==> config.mk <==
export PLATFORM = sky130hd
export DESIGN_NAME = instruction_fetch
export DESIGN_NICKNAME = d
export VERILOG_FILES = /design/src/rtl/instruction_fetch.sv
export SDC_FILE = /design/constraint.sdc
export NUM_CORES = 1
export LEC_CHECK = 0
export BUFFER_PORTS_ARGS = -buffer_cell sky130_fd_sc_hd__buf_4
export CORE_ASPECT_RATIO = 1.1
export CORE_MARGIN = 2
export CORE_UTILIZATION = 48
export CTS_CLUSTER_SIZE = 25
export DETAILED_ROUTE_END_ITERATION = 6
export PLACE_DENSITY_LB_ADDON = 0.12
export SLEW_MARGIN = 5
export SYNTH_ARGS = -nofsm -noshare
export SYNTH_HDL_FRONTEND = slang
export SYNTH_SLANG_ARGS = --single-unit
==> constraint.sdc <==
create_clock -name clk -period 2.65 [get_ports clk]
set_input_delay 0.53 -clock clk [delete_from_list [all_inputs] [get_ports clk]]
set_output_delay 0.53 -clock clk [all_outputs]
set_load 0.01 [all_outputs]
==> src/rtl/instruction_fetch.sv <==
// Fetch stage: issues word-aligned instruction requests, tracks them in an in-order
// buffer, and hands instructions with their PC to decode; redirects drop stale responses.
module instruction_fetch #(
  parameter int DATA_WIDTH = 32,
  parameter int FIFO_DEPTH = 2
) (
  input  logic                  clk,
  input  logic                  rst_n,
  input  logic [DATA_WIDTH-1:0] pc_i,
  output logic                  pc_write_o,
  input  logic                  flush_i,
  output logic                  imem_req_valid_o,
  input  logic                  imem_req_ready_i,
  output logic [DATA_WIDTH-1:0] imem_addr_o,
  input  logic                  imem_resp_valid_i,
  input  logic [DATA_WIDTH-1:0] imem_resp_data_i,
  output logic                  id_valid_o,
  input  logic                  id_ready_i,
  output logic [DATA_WIDTH-1:0] id_instr_o,
  output logic [DATA_WIDTH-1:0] id_pc_o
);

  localparam int PTR_W = $clog2(FIFO_DEPTH);
  localparam int CNT_W = PTR_W + 1;

  logic [DATA_WIDTH-1:0] pc_q    [FIFO_DEPTH];
  logic [DATA_WIDTH-1:0] instr_q [FIFO_DEPTH];
  logic [FIFO_DEPTH-1:0] filled;
  logic [PTR_W-1:0]      wr_ptr, fill_ptr, rd_ptr;
  logic [CNT_W-1:0]      occ, drop, unfilled;
  logic                  accept, pop, resp_keep, resp_drop;

  function automatic logic [CNT_W-1:0] count_ones(input logic [FIFO_DEPTH-1:0] v);
    logic [CNT_W-1:0] n;
    n = '0;
    for (int i = 0; i < FIFO_DEPTH; i++) n = n + CNT_W'(v[i]);
    return n;
  endfunction

  // Requests stay blocked while stale responses are still owed, so they never alias new entries.
  assign imem_req_valid_o = rst_n && !flush_i && (occ < CNT_W'(FIFO_DEPTH)) && (drop == '0);
  assign imem_addr_o      = {pc_i[DATA_WIDTH-1:2], 2'b00};
  assign accept           = imem_req_valid_o && imem_req_ready_i;
  assign pc_write_o       = accept;

  assign resp_keep = imem_resp_valid_i && (drop == '0);
  assign resp_drop = imem_resp_valid_i && (drop != '0);
  assign unfilled  = occ - count_ones(filled);

  assign id_valid_o = !flush_i && (occ != '0) && filled[rd_ptr];
  assign id_instr_o = instr_q[rd_ptr];
  assign id_pc_o    = pc_q[rd_ptr];
  assign pop        = id_valid_o && id_ready_i;

  always_ff @(posedge clk or negedge rst_n) begin
    if (!rst_n) begin
      wr_ptr   <= '0;
      fill_ptr <= '0;
      rd_ptr   <= '0;
      occ      <= '0;
      drop     <= '0;
      filled   <= '0;
      for (int i = 0; i < FIFO_DEPTH; i++) begin
        pc_q[i]    <= '0;
        instr_q[i] <= '0;
      end
    end else if (flush_i) begin
      // Every allocated-but-unfilled entry still has a response on its way.
      drop     <= drop - CNT_W'(resp_drop) + unfilled - CNT_W'(resp_keep);
      wr_ptr   <= '0;
      fill_ptr <= '0;
      rd_ptr   <= '0;
      occ      <= '0;
      filled   <= '0;
    end else begin
      if (accept) begin
        pc_q[wr_ptr]   <= pc_i;
        filled[wr_ptr] <= 1'b0;
        wr_ptr         <= wr_ptr + 1'b1;
      end
      if (pop) begin
        filled[rd_ptr] <= 1'b0;
        rd_ptr         <= rd_ptr + 1'b1;
      end
      if (resp_keep) begin
        instr_q[fill_ptr] <= imem_resp_data_i;
        filled[fill_ptr]  <= 1'b1;
        fill_ptr          <= fill_ptr + 1'b1;
      end
      if (resp_drop) drop <= drop - 1'b1;
      occ <= occ + CNT_W'(accept) - CNT_W'(pop);
    end
  end

endmodule

Word level (Yosys, flattened, before mapping) --
Cells that the tools add are included.
Storage, ports and cells: register bits after elaboration 137, bits in latches 0, memory bits (writable) 0, memory bits (read-only) 0, input bits 70, output and inout port bits 99, word-level logic and storage cells 101, memories 0
Operators by class: add/subtract/negate cells 11, multiply operators 0, divide/modulo/power cells 0, order comparisons 12, eq/ne operators 0, shift operators 0, mux-type cells 35, bitwise gates (word level) 9, reduce and logical (&&, ||, !) cells 24
Operators with widths (count):
- $mux 32 | 8
- $bwmux 64 | 2
- $demux 32 s1 | 2
- $mux 2 | 9
- $logic_and 1x1->1 | 14
- $reduce_bool 2->1 | 6
- $mux 1 | 11
- $ge 2x2->1 const B | 3
- $lt 1x2->1 const B | 3
- $not 1->2 | 3
- $sub 2x1->2 | 3
- $and 2x2->2 | 2
- $lt 2x1->1 const B | 2
- $not 2->2 | 2
- $reduce_and 2->1 | 2
- $add 1x1->1 const B | 3
- $demux 1 s1 | 3
- $ge 1x1->1 const B | 3
- $add 1x1->2 | 1
- $add 2x1->2 | 1
- $add 2x2->2 | 1
- $logic_not 2->1 | 1
- $lt 2x2->1 const B | 1
- $or 2x2->2 | 1
- 4 further kinds | 4

Longest topological paths before layout --
Gate-level depths: netlist (run 1).
word-level depth 14, gate-level depth with buffers 12, mapped depth without buffers 12

Worst setup path before layout (run 1) --
Ideal clock, no wire load.
path kind register to register, from register drop[0], to register drop[1], library setup time 125 ps, arrival time 2815 ps, data required time 2525 ps, setup slack -290 ps, stages on the path, launching flop included 13, path buffers 0, period minus slack after synthesis 2940 ps, cells stage by stage dfrtp_1 -> inv_1 -> ha_1 -> nand2b_1 -> fa_1 -> inv_1 -> fa_1 -> fa_1 -> inv_1 -> ha_1 -> xnor2_1 -> xnor2_1 -> mux2i_1
Between the ends: cells in the longest elaborated chain, start to end 6, elaborated cells on any way between the ends 11, classes of those cells add/sub (4); mux (2); reduce/logical (5)
Ends and longest elaborated chain:
- start, declared | line 30 | logic [CNT_W-1:0] occ, drop, unfilled;
- start signal, assigned | line 69 | drop <= drop - CNT_W'(resp_drop) + unfilled - CNT_W'(resp_keep);
- start signal, assigned | line 90 | if (resp_drop) drop <= drop - 1'b1;
- $reduce_bool 2->1 | line 47 | assign resp_drop = imem_resp_valid_i && (drop != '0);
- $logic_and 1x1->1 | line 47
- $sub 2x1->2 | line 69
- $add 2x2->2 | line 69
- $sub 2x1->2 | line 69
- $mux 2 | line 67 | end else if (flush_i) begin
Several ways; a longest one is shown, not always the timed one. The select of a mux whose other input is x is not followed. A chain may end at the register's enable or synchronous reset.

Worst setup path in the final report (run 1) --
from register drop[1], to register drop[1]
The elaborated chain is that of the path after synthesis.

==> metrics.txt, run 1 <==
CTS tree=done; Design Area, Final=8487 µm²; Hold Vio Cnt, Final=0; Hold Path Cell Cnt=2; Setup violations, final=2; Final Critical Period=2899 ps; die area=14580 µm²; pwr/cell area=1072 nW/µm²; Max Slew Vio Count=0; worst hold-check path type=in -> reg; reg2reg end=drop[1]$_DFFE_PN0P_; first-pass GRT wire length=21.22 mm; CTS Buf Count=17; Remaining Overflow, GRT=0; critical path class=reg -> reg; Setup crit end kind=register; Reg power frac=37.0%; FF-to-FF path depth=12; via count=3899; flop2flop setup slack=-250 ps; highest metal used=met4; Clk pwr share=27.5%; worst path cell trace=inv_2 > ha_4 > nand2b_4 > fa_1 > inv_2 > fa_1 > fa_1 > inv_2 > ha_4 > xnor2_2 > xnor2_1 > mux2i_1; DR vias/cell=4.980; Fin Clk Skew=8.826 ps; synthesized area per cell=15.00 µm²; GRT Overall Usage=18.85%; WL met3=784 µm; clock latency on the worst-skew pair=420 ps; largest net degree at the start of global routing=74; Pint=0.006610 W; number of I/O pins=169; final net count=663; # DRC=0; WL final=12.84 mm; final hold slack=349.6 ps; #FFs+latches synth=137; CP Buf/Inv Count=3; Primary FF master, synth=dfrtp_1; clk sinks=137; final worst path period share=109.4%; routed length on met1=5.494 mm; FFs w/ async S/R, synth=100.0%; worst vdd ir=0.0005883 V; number of synthesized flops with an enable pin=0; Layout area overhead=29.77%; Reg-to-Reg Start=drop[1]$_DFFE_PN0P_; met2 WL=6.390 mm; Comb power frac=35.5%; measured slew at the worst slew-check pin=936.8 ps; switching portion of total power=27.37%; Critical Path RT=2950 ps; Critical Path Source Type=register; launch point of the worst path=drop[1]$_DFFE_PN0P_; vias in the first global route=4168; Die H=126.4 µm; Synth Instances=436; Max Freq=344.9 MHz; Starting Density=49.29%; critical path arrival=3200 ps; worst hold endpoint=pc_q[61]$_DFFE_PN0P_; CTS clk-pin slew, worst paths=60 ps; Critical Path Max Stage Delay=510 ps; Worst Min Path Start=pc_i[29]; failing checks=setup timing; first drt pass iteration count=4; CTS HTree Levels=4; Rows=44; layout cells sized above 1=70.28%; initial DRC count=116; Post-DP Area=7782 µm²; Rel. slew slack=37.55%; Setup TNS=-281.2 ps; Antenna Nets Post-Route=0; Placeable Area=13270 µm²; sequential area share after synthesis=52.42%; drt wl/cell=16.39 µm; die width=115.3 µm; Synth Cell Area=6540 µm²; RSZ-0062 raised after global routing=yes; Crit path max-delay family=adder cells; Clk Tree Root Cell=clkbuf_16; Routability Congestion=0.7225; # diodes=0; Yosys cell types=36; PortBufs=166; clock buffer depth=2; Syn. warnings=0; Lkg Pwr=4.088 nW; Worst Slack Setup Final=-249.2 ps; # Max-Cap Violations=0; detailed placer's ending HPWL=8.533 mm; antenna violations before repair=0; Max FO, Critical Path=2; outcome=complete, but fails checks; slowest CP cell=fa_1; sw power=0.002491 W
## flip-flops by register name (all words and copies together), names as in the netlist
name and cells:
instr_q 64, pc_q 64, drop 2, filled 2, occ 2, fill_ptr 1
rd_ptr 1, wr_ptr 1
## routing by layer
layer | global-route usage (%) | vias up
met5 | 0 | -
li1 | - | 1795
met2 | 30.45 | 112
met3 | 6.068 | 10
met4 | 7.229 | 0
met1 | 23.57 | 1982
## Yosys cell counts (2+ instances only)
cell type,count,area [µm²]
buf_12,3,60.06
buf_2,9,45.04
buf_4,35,262.8
clkbuf_1,5,18.77
dfrtp_1,137,3428
fa_1,3,60.06
ha_1,4,50.05
inv_1,11,41.29
mux2_1,2,22.52
mux2_2,162,1824
mux2_4,29,435.4
mux2i_1,2,20.02
nand2_1,3,11.26
nand2b_1,2,12.51
nor2_1,2,7.510
o21ai_0,3,15.01
xnor2_1,4,35.03
xor2_1,2,17.52
## per-stage QoR
stage / utilization [%] / std cells / power [W] / setup WS (ps)
after floorplan: - / 437 / 0.005256 / -198.9
after global placement: 58.66 / 747 / 0.006388 / -254.7
after detailed placement: 58.66 / 747 / 0.006550 / -341.3
after CTS: 63.81 / 781 / 0.009193 / -309.9
after global routing: 63.97 / 783 / 0.009649 / -360.0
final: 63.97 / 783 / 0.009101 / -249.2
## cell usage in the layout (no fill, tap or decap), types with 2 or more instances in the layout
master        n
o21ai_0       2
mux2_4       29
mux2_2      162
mux2_1        2
inv_1         7
clkinvlp_4    3
xor2_1        2
ha_4          2
conb_1        2
clkinv_2      2
buf_4       179
inv_6         2
fa_1          3
dfrtp_1     136
clkinv_4      3
inv_2         4
mux2i_1       2
buf_12        3
clkbuf_16    17
nand2_1       2
bufinv_16     4
nor2_1        2
ha_1          2
xnor2_1       3
## logic make-up after synthesis
family                     Yosys count  share of synthesized area (%)
adders and majority gates            7                          1.684
other                                1                        0.05734
xor gates and xnor gates             7                          1.148
and+or+nand+nor                     15                          1.760
muxes                              195                          35.20
buffers and inverters               65                          6.772
AOI/OAI and AO/OA                    9                         0.9566
DFF                                137                          52.42
## worst max path at each step
| stage | slack (ps) | cells past startpoint | to |
|---|---|---|---|
| after floorplan | -200 | 12 | drop[1]$_DFFE_PN0P_ |
| after global placement | -250 | 11 | drop[1]$_DFFE_PN0P_ |
| after detailed placement | -340 | 12 | drop[1]$_DFFE_PN0P_ |
| after CTS | -310 | 12 | drop[1]$_DFFE_PN0P_ |
| after global routing | -360 | 12 | drop[1]$_DFFE_PN0P_ |
| final | -250 | 12 | drop[1]$_DFFE_PN0P_ |
## cell type report
cell class / count / area [µm²]
timing repair buffer: 184 / 1425
multi-input combinational: 235 / 2725
clock inverter: 14 / 196.4
tap: 184 / 230.2
sequential: 137 / 3430
clock buffer: 18 / 439.2
fill: 1061 / 4781
inverter: 11 / 41.29
## power by group through the flow
stage	sequential (W)	combinational (W)	clock (W)
finish	0.00337	0.00323	0.00250
CTS	0.00337	0.00325	0.00257
global route	0.00349	0.00351	0.00265
global placement	0.00333	0.00306	0
detailed placement	0.00340	0.00315	0
floorplan	0.00326	0.00199	0
## repair_timing
item	4_1_cts	5_1_grt
hold endpoints to repair	22	0
gates resized for setup	7	2
gates cloned	0	0
buffers inserted	1	2
hold buffers	1	0
pin swaps	4	3
endpoints found under the setup margin	2	2
Power figures use the tool's default switching activity.
==> run 2: changes to the inputs <==
--- a/config.mk
+++ b/config.mk
@@ -6,9 +6,11 @@
 export NUM_CORES = 1
 export LEC_CHECK = 0
 export BUFFER_PORTS_ARGS = -buffer_cell sky130_fd_sc_hd__buf_4
+export CELL_PAD_IN_SITES_DETAIL_PLACEMENT = 0
+export CELL_PAD_IN_SITES_GLOBAL_PLACEMENT = 1
 export CORE_ASPECT_RATIO = 1.1
 export CORE_MARGIN = 2
-export CORE_UTILIZATION = 48
+export CORE_UTILIZATION = 39
 export CTS_CLUSTER_SIZE = 25
 export DETAILED_ROUTE_END_ITERATION = 6
 export PLACE_DENSITY_LB_ADDON = 0.12
==> run 2 against run 1 <==
  * The run still ends with setup timing left
  * Global-route usage decreased by 2.5 points
  * Sequential cell count unchanged
  * Register-to-register slack hardly changed
  * Critical endpoint unchanged
==> metrics.txt, run 2 (synthesis gave the netlist of run 1 again) <==
outcome=complete, but fails checks; failing checks=setup timing; detailed placer's ending HPWL=9.453 mm; pwr/cell area=1067 nW/µm²; Setup violations, final=2; antenna violations before repair=0; Critical Path RT=2940 ps; Comb power frac=35.7%; RSZ-0062 raised after global routing=yes; Antenna Nets Post-Route=0; PortBufs=166; final core utilization=51.95%; Remaining Overflow, GRT=0; Worst Slack Setup Final=-256.9 ps; Critical Path Source Type=register; Rows=49; first-pass GRT wire length=22.80 mm; number of I/O pins=169; CTS Buf Count=17; Max Freq=344.0 MHz; CTS clk-pin slew, worst paths=60 ps; # diodes=0; Hold Path Cell Cnt=2; Setup crit end kind=register; Clk Tree Root Cell=clkbuf_16; Reg-to-Reg Start=drop[1]$_DFFE_PN0P_; Routability Congestion=0.7606; Max FO, Critical Path=2; largest net degree at the start of global routing=60; worst hold-check path type=in -> reg; CTS tree=done; sw power=0.002535 W; Fin Clk Skew=11.37 ps; layout cells sized above 1=69.62%; Post-DP Area=7820 µm²; Pint=0.006542 W; CTS HTree Levels=4; worst vdd ir=0.0004836 V; GRT Overall Usage=16.36%; FF-to-FF path depth=12; final worst path period share=109.7%; Final Critical Period=2907 ps; Die H=139.8 µm; worst hold endpoint=instr_q[16]$_DFFE_PN0P_; slowest CP cell=fa_1; Design Area, Final=8504 µm²; vias in the first global route=4396; most frequent CP cell=fa_1; critical path class=reg -> reg; Starting Density=39.95%; drt wl/cell=17.31 µm; Placeable Area=16370 µm²; via count=3943; most frequent cells in the layout=178 x buf_4, 162 x mux2_2, 136 x dfrtp_1; clk sinks=137; Crit path max-delay family=adder cells; measured slew at the worst slew-check pin=766.7 ps; DR vias/cell=4.910; commonest non-fill, non-tap cell in the layout=buf_4; die width=127.5 µm; first drt pass iteration count=4; flop2flop setup slack=-260 ps; worst path cell trace=inv_2 > ha_4 > nand2b_4 > fa_1 > inv_1 > fa_1 > fa_1 > inv_2 > ha_4 > xnor2_2 > xnor2_1 > mux2i_1; critical path arrival=3200 ps; Regs by FF count=instr_q: 64 flops, pc_q: 64 flops; Clk pwr share=27.1%; clock latency on the worst-skew pair=410 ps; # DRC=0; Rel. slew slack=48.89%; reg2reg end=drop[1]$_DFFE_PN0P_; clock buffer depth=2; initial DRC count=86; WL final=13.90 mm; Hold Vio Cnt, Final=0; Max Slew Vio Count=0; Lkg Pwr=4.082 nW; Layout area overhead=30.04%; final net count=663; die area=17820 µm²; Worst Min Path Start=imem_resp_data_i[16]; # Max-Cap Violations=0; switching portion of total power=27.93%; CP Buf/Inv Count=3; Critical Path Max Stage Delay=520 ps; Reg power frac=37.1%
## run 2: changes by cell type in the layout (fill, tap and decap cells not counted), sizes merged
cell    delta
clkbuf     +2
clkinv     -1
bufinv     -1
## run 2: repair_timing
item / in CTS / in global routing
hold buffers: 1 / 0
endpoints found under the setup margin: 2 / 2
buffers inserted: 2 / 1
pin swaps: 4 / 2
gates resized for setup: 6 / 0
endpoints found under the hold margin: 20 / 0
## run 2: layout make-up
| class | count | area (µm²) |
|---|---|---|
| Clock buffer | 20 | 456.7 |
| Clock inverter | 12 | 165.2 |
| Fill cell | 1387 | 7865 |
| Inverter | 11 | 41.29 |
| Multi-Input combinational cell | 235 | 2719 |
| Sequential cell | 137 | 3430 |
| Tap cell | 204 | 255.2 |
| Timing Repair Buffer | 184 | 1438 |
## run 2: power by group through the flow
| stage | sequential (W) | clock [W] | combinational (W) |
|---|---|---|---|
| after global routing | 0.00349 | 0.00262 | 0.00353 |
| after CTS | 0.00337 | 0.00253 | 0.00330 |
| after global placement | 0.00333 | 0 | 0.00311 |
| after detailed placement | 0.00340 | 0 | 0.00320 |
| final | 0.00337 | 0.00246 | 0.00324 |
| after floorplan | 0.00326 | 0 | 0.00199 |
## run 2: metrics by stage
step,TNS [ps],cells,hold WS [ps],total power [W],setup slack (ps)
after global placement,-315.7,767,387.7,0.006436,-266.9
after global routing,-514.8,803,328.1,0.009639,-371.8
after CTS,-432.6,802,328.0,0.009206,-318.7
after floorplan,-201.4,437,234.4,0.005256,-198.9
final,-313.7,803,349.6,0.009078,-256.9
after detailed placement,-505.2,767,390.0,0.006608,-371.2
## run 2: metal layers
layer | vias to the layer above | track usage (%) | wire [µm]
met5 | - | 0 | 0
met4 | 0 | 6.015 | 193
met3 | 14 | 6.421 | 1094
met2 | 123 | 26.57 | 6749
met1 | 2000 | 19.67 | 5866
li1 | 1806 | - | -
## run 2: worst max-delay path by stage
stage | startpoint | to | depth (start not counted)
after floorplan | drop[1]$_DFFE_PN0P_ | drop[1]$_DFFE_PN0P_ | 12
after global placement | imem_resp_valid_i | drop[1]$_DFFE_PN0P_ | 11
after detailed placement | drop[1]$_DFFE_PN0P_ | drop[1]$_DFFE_PN0P_ | 12
after CTS | drop[1]$_DFFE_PN0P_ | drop[1]$_DFFE_PN0P_ | 12
after global routing | drop[1]$_DFFE_PN0P_ | drop[1]$_DFFE_PN0P_ | 12
final | drop[1]$_DFFE_PN0P_ | drop[1]$_DFFE_PN0P_ | 12
